==> src/rtl/axis_input_dma_sequencer.sv <==
// ---------------------------------------------------------------------------
// axis_input_dma_sequencer
//
// Splits the single shared input DMA stream into the three input-pipe slave
// streams (weights, pixels_1, pixels_2). A job is one layer/tile: first the
// weight beats, then (cfg_blocks_1 + 1) repetitions of one pixels_1 packet
// followed by one pixels_2 packet. Routing is purely combinational with no
// buffering, so a beat reaches its destination in the same cycle it is
// presented. tlast on each destination is generated from internal counters.
// The incoming tlast is only compared against the generated one.
//
// Ports
//   i_aclk, i_areset            clock, synchronous active-high reset
//   i_start                     pulse: latch i_cfg_* and begin a job (IDLE only)
//   i_cfg_w_beats_1             weight beats in job, minus 1
//   i_cfg_px_beats_1            beats per pixel packet, minus 1
//   i_cfg_blocks_1              (pixels_1, pixels_2) pairs in job, minus 1
//   o_busy                      high from accepted start until done
//   o_done                      one-cycle pulse after the job's final beat
//   o_err_tlast                 sticky tlast-mismatch flag, cleared by start
//   o_state                     current FSM state (debug)
//   i_s_axis_* / o_s_axis_tready  shared input stream
//   o_m_w_*   / i_m_w_tready      weight rotator stream
//   o_m_p1_*  / i_m_p1_tready     pixels_1 stream
//   o_m_p2_*  / i_m_p2_tready     pixels_2 stream
//
// Handshake semantics on every stream: a beat transfers on a rising edge
// where tvalid && tready are both high. o_s_axis_tready is derived only from
// the selected sink's tready and the FSM state, never from any tvalid, so no
// combinational loop is formed through this block.
// ---------------------------------------------------------------------------
module axis_input_dma_sequencer #(
    parameter int DATA_WIDTH  = 64,
    parameter int BEATS_BITS  = 16,
    parameter int BLOCKS_BITS = 8
) (
    input  logic                   i_aclk,
    input  logic                   i_areset,
    input  logic                   i_start,
    input  logic [BEATS_BITS-1:0]  i_cfg_w_beats_1,
    input  logic [BEATS_BITS-1:0]  i_cfg_px_beats_1,
    input  logic [BLOCKS_BITS-1:0] i_cfg_blocks_1,
    output logic                   o_busy,
    output logic                   o_done,
    output logic                   o_err_tlast,
    output logic [1:0]             o_state,
    output logic                   o_s_axis_tready,
    input  logic                   i_s_axis_tvalid,
    input  logic                   i_s_axis_tlast,
    input  logic [DATA_WIDTH-1:0]  i_s_axis_tdata,
    input  logic                   i_m_w_tready,
    output logic                   o_m_w_tvalid,
    output logic                   o_m_w_tlast,
    output logic [DATA_WIDTH-1:0]  o_m_w_tdata,
    input  logic                   i_m_p1_tready,
    output logic                   o_m_p1_tvalid,
    output logic                   o_m_p1_tlast,
    output logic [DATA_WIDTH-1:0]  o_m_p1_tdata,
    input  logic                   i_m_p2_tready,
    output logic                   o_m_p2_tvalid,
    output logic                   o_m_p2_tlast,
    output logic [DATA_WIDTH-1:0]  o_m_p2_tdata
);

    typedef enum logic [1:0] {
        S_IDLE    = 2'd0,
        S_WEIGHTS = 2'd1,
        S_PIX1    = 2'd2,
        S_PIX2    = 2'd3
    } state_t;

    state_t                 r_state;
    logic [BEATS_BITS-1:0]  r_beat_cnt;
    logic [BLOCKS_BITS-1:0] r_block_cnt;
    logic [BEATS_BITS-1:0]  r_w_beats_1;
    logic [BEATS_BITS-1:0]  r_px_beats_1;
    logic [BLOCKS_BITS-1:0] r_blocks_1;
    logic                   r_busy;
    logic                   r_done;
    logic                   r_err_tlast;

    logic [BEATS_BITS-1:0]  w_limit;
    logic                   w_at_limit;
    logic                   w_sel_ready;
    logic                   w_hs;
    logic                   w_gen_tlast;

    // Packet length for the current destination.
    assign w_limit     = (r_state == S_WEIGHTS) ? r_w_beats_1 : r_px_beats_1;
    assign w_at_limit  = (r_beat_cnt == w_limit);
    assign w_gen_tlast = w_at_limit && (r_state != S_IDLE);

    always_comb begin
        w_sel_ready = 1'b0;
        case (r_state)
            S_WEIGHTS: w_sel_ready = i_m_w_tready;
            S_PIX1:    w_sel_ready = i_m_p1_tready;
            S_PIX2:    w_sel_ready = i_m_p2_tready;
            default:   w_sel_ready = 1'b0;
        endcase
    end

    assign w_hs = i_s_axis_tvalid && w_sel_ready;

    assign o_s_axis_tready = w_sel_ready;

    assign o_m_w_tvalid  = i_s_axis_tvalid && (r_state == S_WEIGHTS);
    assign o_m_p1_tvalid = i_s_axis_tvalid && (r_state == S_PIX1);
    assign o_m_p2_tvalid = i_s_axis_tvalid && (r_state == S_PIX2);

    assign o_m_w_tlast   = (r_state == S_WEIGHTS) && w_at_limit;
    assign o_m_p1_tlast  = (r_state == S_PIX1) && w_at_limit;
    assign o_m_p2_tlast  = (r_state == S_PIX2) && w_at_limit;

    assign o_m_w_tdata   = i_s_axis_tdata;
    assign o_m_p1_tdata  = i_s_axis_tdata;
    assign o_m_p2_tdata  = i_s_axis_tdata;

    assign o_busy      = r_busy;
    assign o_done      = r_done;
    assign o_err_tlast = r_err_tlast;
    assign o_state     = r_state;

    always_ff @(posedge i_aclk) begin
        if (i_areset) begin
            r_state      <= S_IDLE;
            r_beat_cnt   <= '0;
            r_block_cnt  <= '0;
            r_w_beats_1  <= '0;
            r_px_beats_1 <= '0;
            r_blocks_1   <= '0;
            r_busy       <= 1'b0;
            r_done       <= 1'b0;
            r_err_tlast  <= 1'b0;
        end else begin
            r_done <= 1'b0;
            case (r_state)
                S_IDLE: begin
                    if (i_start) begin
                        r_w_beats_1  <= i_cfg_w_beats_1;
                        r_px_beats_1 <= i_cfg_px_beats_1;
                        r_blocks_1   <= i_cfg_blocks_1;
                        r_beat_cnt   <= '0;
                        r_block_cnt  <= '0;
                        r_err_tlast  <= 1'b0;
                        r_busy       <= 1'b1;
                        r_state      <= S_WEIGHTS;
                    end
                end
                default: begin
                    if (w_hs) begin
                        // The incoming tlast is advisory: a mismatch is
                        // recorded but sequencing follows the counters.
                        if (i_s_axis_tlast != w_gen_tlast) begin
                            r_err_tlast <= 1'b1;
                        end
                        if (w_at_limit) begin
                            r_beat_cnt <= '0;
                            case (r_state)
                                S_WEIGHTS: r_state <= S_PIX1;
                                S_PIX1:    r_state <= S_PIX2;
                                default: begin
                                    if (r_block_cnt == r_blocks_1) begin
                                        r_state <= S_IDLE;
                                        r_busy  <= 1'b0;
                                        r_done  <= 1'b1;
                                    end else begin
                                        r_block_cnt <= r_block_cnt + 1'b1;
                                        r_state     <= S_PIX1;
                                    end
                                end
                            endcase
                        end else begin
                            r_beat_cnt <= r_beat_cnt + 1'b1;
                        end
                    end
                end
            endcase
        end
    end

endmodule

==> config.mk <==
export PLATFORM = sky130hd
export DESIGN_NAME = axis_input_dma_sequencer
export DESIGN_NICKNAME = d
export VERILOG_FILES = /design/src/rtl/axis_input_dma_sequencer.sv
export SDC_FILE = /design/constraint.sdc
export NUM_CORES = 1
export LEC_CHECK = 0
export CORE_AREA = 2 2 123 125
export CTS_CLUSTER_SIZE = 10
export DETAILED_ROUTE_END_ITERATION = 7
export DIE_AREA = 0 0 125 127
export GPL_TIMING_DRIVEN = 1
export MAX_ROUTING_LAYER = met4
export PLACE_DENSITY = 0.75
export SLEW_MARGIN = 10
export SYNTH_ARGS = -nofsm -noshare
export SYNTH_HDL_FRONTEND = slang
export SYNTH_SLANG_ARGS = --single-unit
==> constraint.sdc <==
create_clock -name i_aclk -period 7.3 [get_ports i_aclk]
set_input_delay 1.095 -clock i_aclk [delete_from_list [all_inputs] [get_ports i_aclk]]
set_output_delay 1.095 -clock i_aclk [all_outputs]
set_load 0.05 [all_outputs]
## Word-level counts from Yosys, hierarchy flattened

Cells that the tools add are included.

| storage, ports and cells | value |
|---|---|
| register bits | 69 |
| input port bits | 112 |

| operators by class | value |
|---|---|
| $add $sub $neg | 2 |
| equality and inequality tests | 9 |
| multiplexer cells | 29 |
| bitwise operators | 2 |
| reductions and logical operators | 22 |

Operators by type and width:

| kind | number |
|---|---|
| 16-bit 2-to-1 mux | 5 |
| 8-bit 2-to-1 mux | 6 |
| 16-bit by 1-bit adder with 16-bit output, second input constant | 1 |
| 16-bit equality test | 1 |
| 1-bit 2-to-1 mux | 11 |
| 2-bit 2-to-1 mux | 5 |
| 5-bit AND reduction | 2 |
| 2-bit nonzero test | 5 |
| 8-bit by 1-bit adder with 8-bit output, second input constant | 1 |
| 8-bit equality test | 1 |
| 1-bit logical AND | 8 |
| 3-bit AND reduction | 2 |
| 6-bit OR reduction | 1 |
| 2-bit equality test, second input constant | 2 |
| 2-bit by 1-bit inequality test with 1-bit output, second input constant | 2 |
| 2-bit one-hot mux with 2 select lines | 1 |
| 2-bit AND reduction | 2 |
| 1-bit one-hot mux with 3 select lines | 1 |
| 2-bit by 1-bit equality test with 1-bit output, second input constant | 1 |
| 2-bit zero test | 1 |
| 2-bit inequality test, second input constant | 1 |
| 1-bit inverter | 2 |
| 2-bit OR reduction | 1 |
| 1-bit inequality test | 1 |

## Logic depth before layout (Yosys ltp)

| logic depth | value |
|---|---|
| word-level depth | 8 |
| depth in mapped cells | 12 |

## Worst setup path after synthesis

No wires, ideal clock.

| path | value |
|---|---|
| kind | reg-to-output |
| start point | reg r_state[1], in the netlist o_state[1] |
| end point | out o_m_p1_tlast |
| data arrival time | 2,740 ps |
| required time | 6,205 ps |
| slack | 3,465 ps |
| stages on the path, launching flop included | 11 |
| cells stage by stage | dfxtp_1 -> inv_1 -> ha_1 -> buf_6 -> buf_12 -> mux2i_1 -> xnor2_1 -> nor4_2 -> and4_1 -> buf_2 -> and2_1 |

| between the ends | value |
|---|---|
| word-level cells in the longest chain between the ends | 4 |

RTL lines:

| item | line | RTL |
|---|---|---|
| from (decl) | 72 | `state_t r_state;` |
| from (signal assigned) | 126 | `r_state <= S_IDLE;` |
| from (signal assigned) | 147 | `r_state <= S_WEIGHTS;` |
| from (signal assigned) | 160 | `S_WEIGHTS: r_state <= S_PIX1;` |
| 2-bit by 1-bit equality test with 1-bit output | 89 | `assign w_limit = (r_state == S_WEIGHTS) ? r_w_beats_1 : r_px_beats_1;` |
| 16-bit 2-to-1 mux | 89 |  |
| 16-bit equality test | 90 | `assign w_at_limit = (r_beat_cnt == w_limit);` |
| 1-bit logical AND (*) | 112 | `assign o_m_p1_tlast = (r_state == S_PIX1) && w_at_limit;` |
| to (decl) | 57 | `output logic o_m_p1_tlast,` |

Every way passes the cells marked *; elsewhere a longest branch is shown, timed or not.

## Final worst setup path

| path | value |
|---|---|
| start point | reg r_state[1], in the netlist o_state[1] |
| end point | out o_m_w_tlast |

| between the ends | value |
|---|---|
| word-level cells in the longest chain between the ends | 4 |

RTL lines:

| item | line | RTL |
|---|---|---|
| 2-bit by 1-bit equality test with 1-bit output (*) | 89, 111 |  |
| 16-bit 2-to-1 mux | 89 |  |
| 16-bit equality test | 90 |  |
| 1-bit logical AND (*) | 111 | `assign o_m_w_tlast = (r_state == S_WEIGHTS) && w_at_limit;` |
| to (decl) | 53 | `output logic o_m_w_tlast,` |

Marked as above.

==> reports/metrics.cfg <==
[floorplanning]
core_sq_um=14400
dieWidth_microns=125
die-area_sq_um=15900
start_util_pct=33.3
io_pins=316
row_count=44
dieHeight_microns=127

[setup_path]
start_kind=flop
path_class=reg -> out
reg2reg_depth=9
critPathArrivalTime_ps=3770
worstPathMaxFanout=20
crit_path_end_kind=primary output
crit_required_ps=6200

[cts]
cts_root_buf=clkbuf_16
clock_path_buffers=2
htree_levels=3
clk_pin_slew_ps=60
cts_inserted_buffers=9
cts_resized=0
cts_setup_buffers=0
cts_tree=built
clock_latency_ps=340
cts_sinks=69
hold_buffers=0

[yosys]
yosysUniqueCellTypes=41
synthTopCellsByArea=buf_4 (30%), dfxtp_1 (29%), nand2_1 (7.1%)
async_flop_share_pct=0
yosysWarningCount=0
syn_nets=718
synth_top_area_share_pct=30.2
synth_area_sq_um=4800
syn-mean-instance-area_sq_um=8.02
yosys_most_used_dff=dfxtp_1
synth_edf_count=0
synth_top_area_cell=buf_4
ys_ff_latch=69
yosysSeqAreaShare_pct=28.8
synthCells=599

[cells_and_area]
fin_area_sq_um=4360
layout_common_cells=nand2_1 (91), dfxtp_1 (69), clkdlybuf4s50_1 (58), a21oi_1 (46), xnor2_1 (31)
area_growth_syn_to_layout_pct=-9.17
num_antenna_cells=0
drive_gt1_share_pct=6.09
instances_no_fill=644
fillers=1544
final_common_cell=nand2_1
nNetsFinal=574

[run]
max-cap-violations=0

[sta]
min_period_ps=4870
grt_setup_unrepaired=false
setup_viol=0
final-hold-violation-count=0
fin_crit_sh_pct=66.6
tightest_slew_ps=802
relSlewSlack_pct=46.2
fin_skew_ps=8.89
final_max_slew_viol_count=0
max_freq_mhz=206
finalSetupTns_ps=0

[global_routing]
grt_pass1_wl_microns=15000
globalRouteTotalUtil_pct=12.0
grt_pass1_vias=2961
antenna_found_initial=0
grt_max_degree=68
overflow=0

[placed_design]
place_hpwl_microns=6560
gp_congestion=0.791
dp_cells=628
io_buffers=59
placed_area_sq_um=4080

[routing]
first_pass_iters=4
num_vias=3062
wl_microns=9430
viasPerCell=4.75
ant_nets=0
drtIter0Drc=150
avgRoutedWirePerCell_microns=14.6
route.detailed.drc=0

[hold_path]
min_path_type=reg -> reg
min_path_cells=2

[power_and_ir_drop]
power.density_nw_per_um2=234
max-vdd-ir-drop_mv=0.121
p_leak_nw=1.52

[outcome]
status=complete, no violations

worst max-delay path: stages (launching register included):
cell and delay, ps:
dfxtp_1 350, inv_1 130, ha_1 150, buf_4 320
mux2i_1 270, xnor2_1 80, nor4_1 480, and4_1 590
and2_1 230, clkdlybuf4s50_1 800
kinds of logic after synthesis:
family	count (synthesis)	synth area share [%]
AO/OA/AOI/OAI	62	7.40
XOR/XNOR	39	7.11
adder cells (fa/ha/maj)	7	1.82
buffers and inverters	224	33.1
flip-flops	69	28.8
multiplexers	19	3.96
AND/OR/NAND/NOR	179	17.8
area by class of cell:
type | instances | area [sq um] | area share (%)
multi-input cells | 306 | 1830 | 41.9
flip-flops and latches | 69 | 1380 | 31.7
repair buffers | 64 | 623 | 14.3
well taps | 184 | 230 | 5.28
clock buffers | 9 | 225 | 5.16
clock inverters | 7 | 53.8 | 1.23
inverters | 5 | 18.8 | 0.430
where the power goes:
part	internal, mW	total, mW	switching [mW]
registers	0.398	0.414	0.0156
clock network	0.235	0.416	0.182
logic	0.0780	0.188	0.110
routing by layer:
layer	part of all wire [%]	track usage, %
met1	42	14.2
met2	44	17.6
met3	7.9	3.22
met4	5.6	8.50
met5	0	-
metrics by stage:
stage               setup slack, ps  power, mW  hold WS [ps]  utilization (%)
detailed placement             2850      0.612           449             28.3
CTS                            2460       1.03           458             30.2
global placement               2960      0.609           449             28.3
floorplan                      3470      0.834           436                -
global route                   2270       1.06           483             30.2
finish                         2430       1.02           456             30.2
Yosys cell counts, types with 4 or more instances:
| cell type | count |
|---|---|
| and3_1 | 5 |
| ha_1 | 7 |
| nand3_1 | 7 |
| nand4_1 | 11 |
| and2_1 | 10 |
| nand2_1 | 91 |
| dfxtp_1 | 69 |
| inv_1 | 5 |
| a21oi_1 | 46 |
| nor3_1 | 23 |
| nor2_1 | 11 |
| xor2_1 | 8 |
| or4_1 | 4 |
| buf_4 | 193 |
| clkbuf_1 | 20 |
| xnor2_1 | 31 |
| mux2i_1 | 19 |
| nor4_1 | 5 |
state kept, by name, summed over array words and instances (netlist names):
name,cells
r_beat_cnt,16
r_px_beats_1,16
r_w_beats_1,16
r_block_cnt,8
r_blocks_1,8
o_state,2
o_busy,1
o_done,1
o_err_tlast,1
path summary, 6_finish.rpt:
path,startpoint,slack (ps),to
setup reg to reg,o_state[1],3830,r_beat_cnt[5]
hold reg to reg,r_w_beats_1[2],460,r_w_beats_1[2]
hold / removal,r_w_beats_1[2],460,r_w_beats_1[2]
setup / recovery,o_state[1],2430,o_m_w_tlast
(Power assumes the default switching activity.)
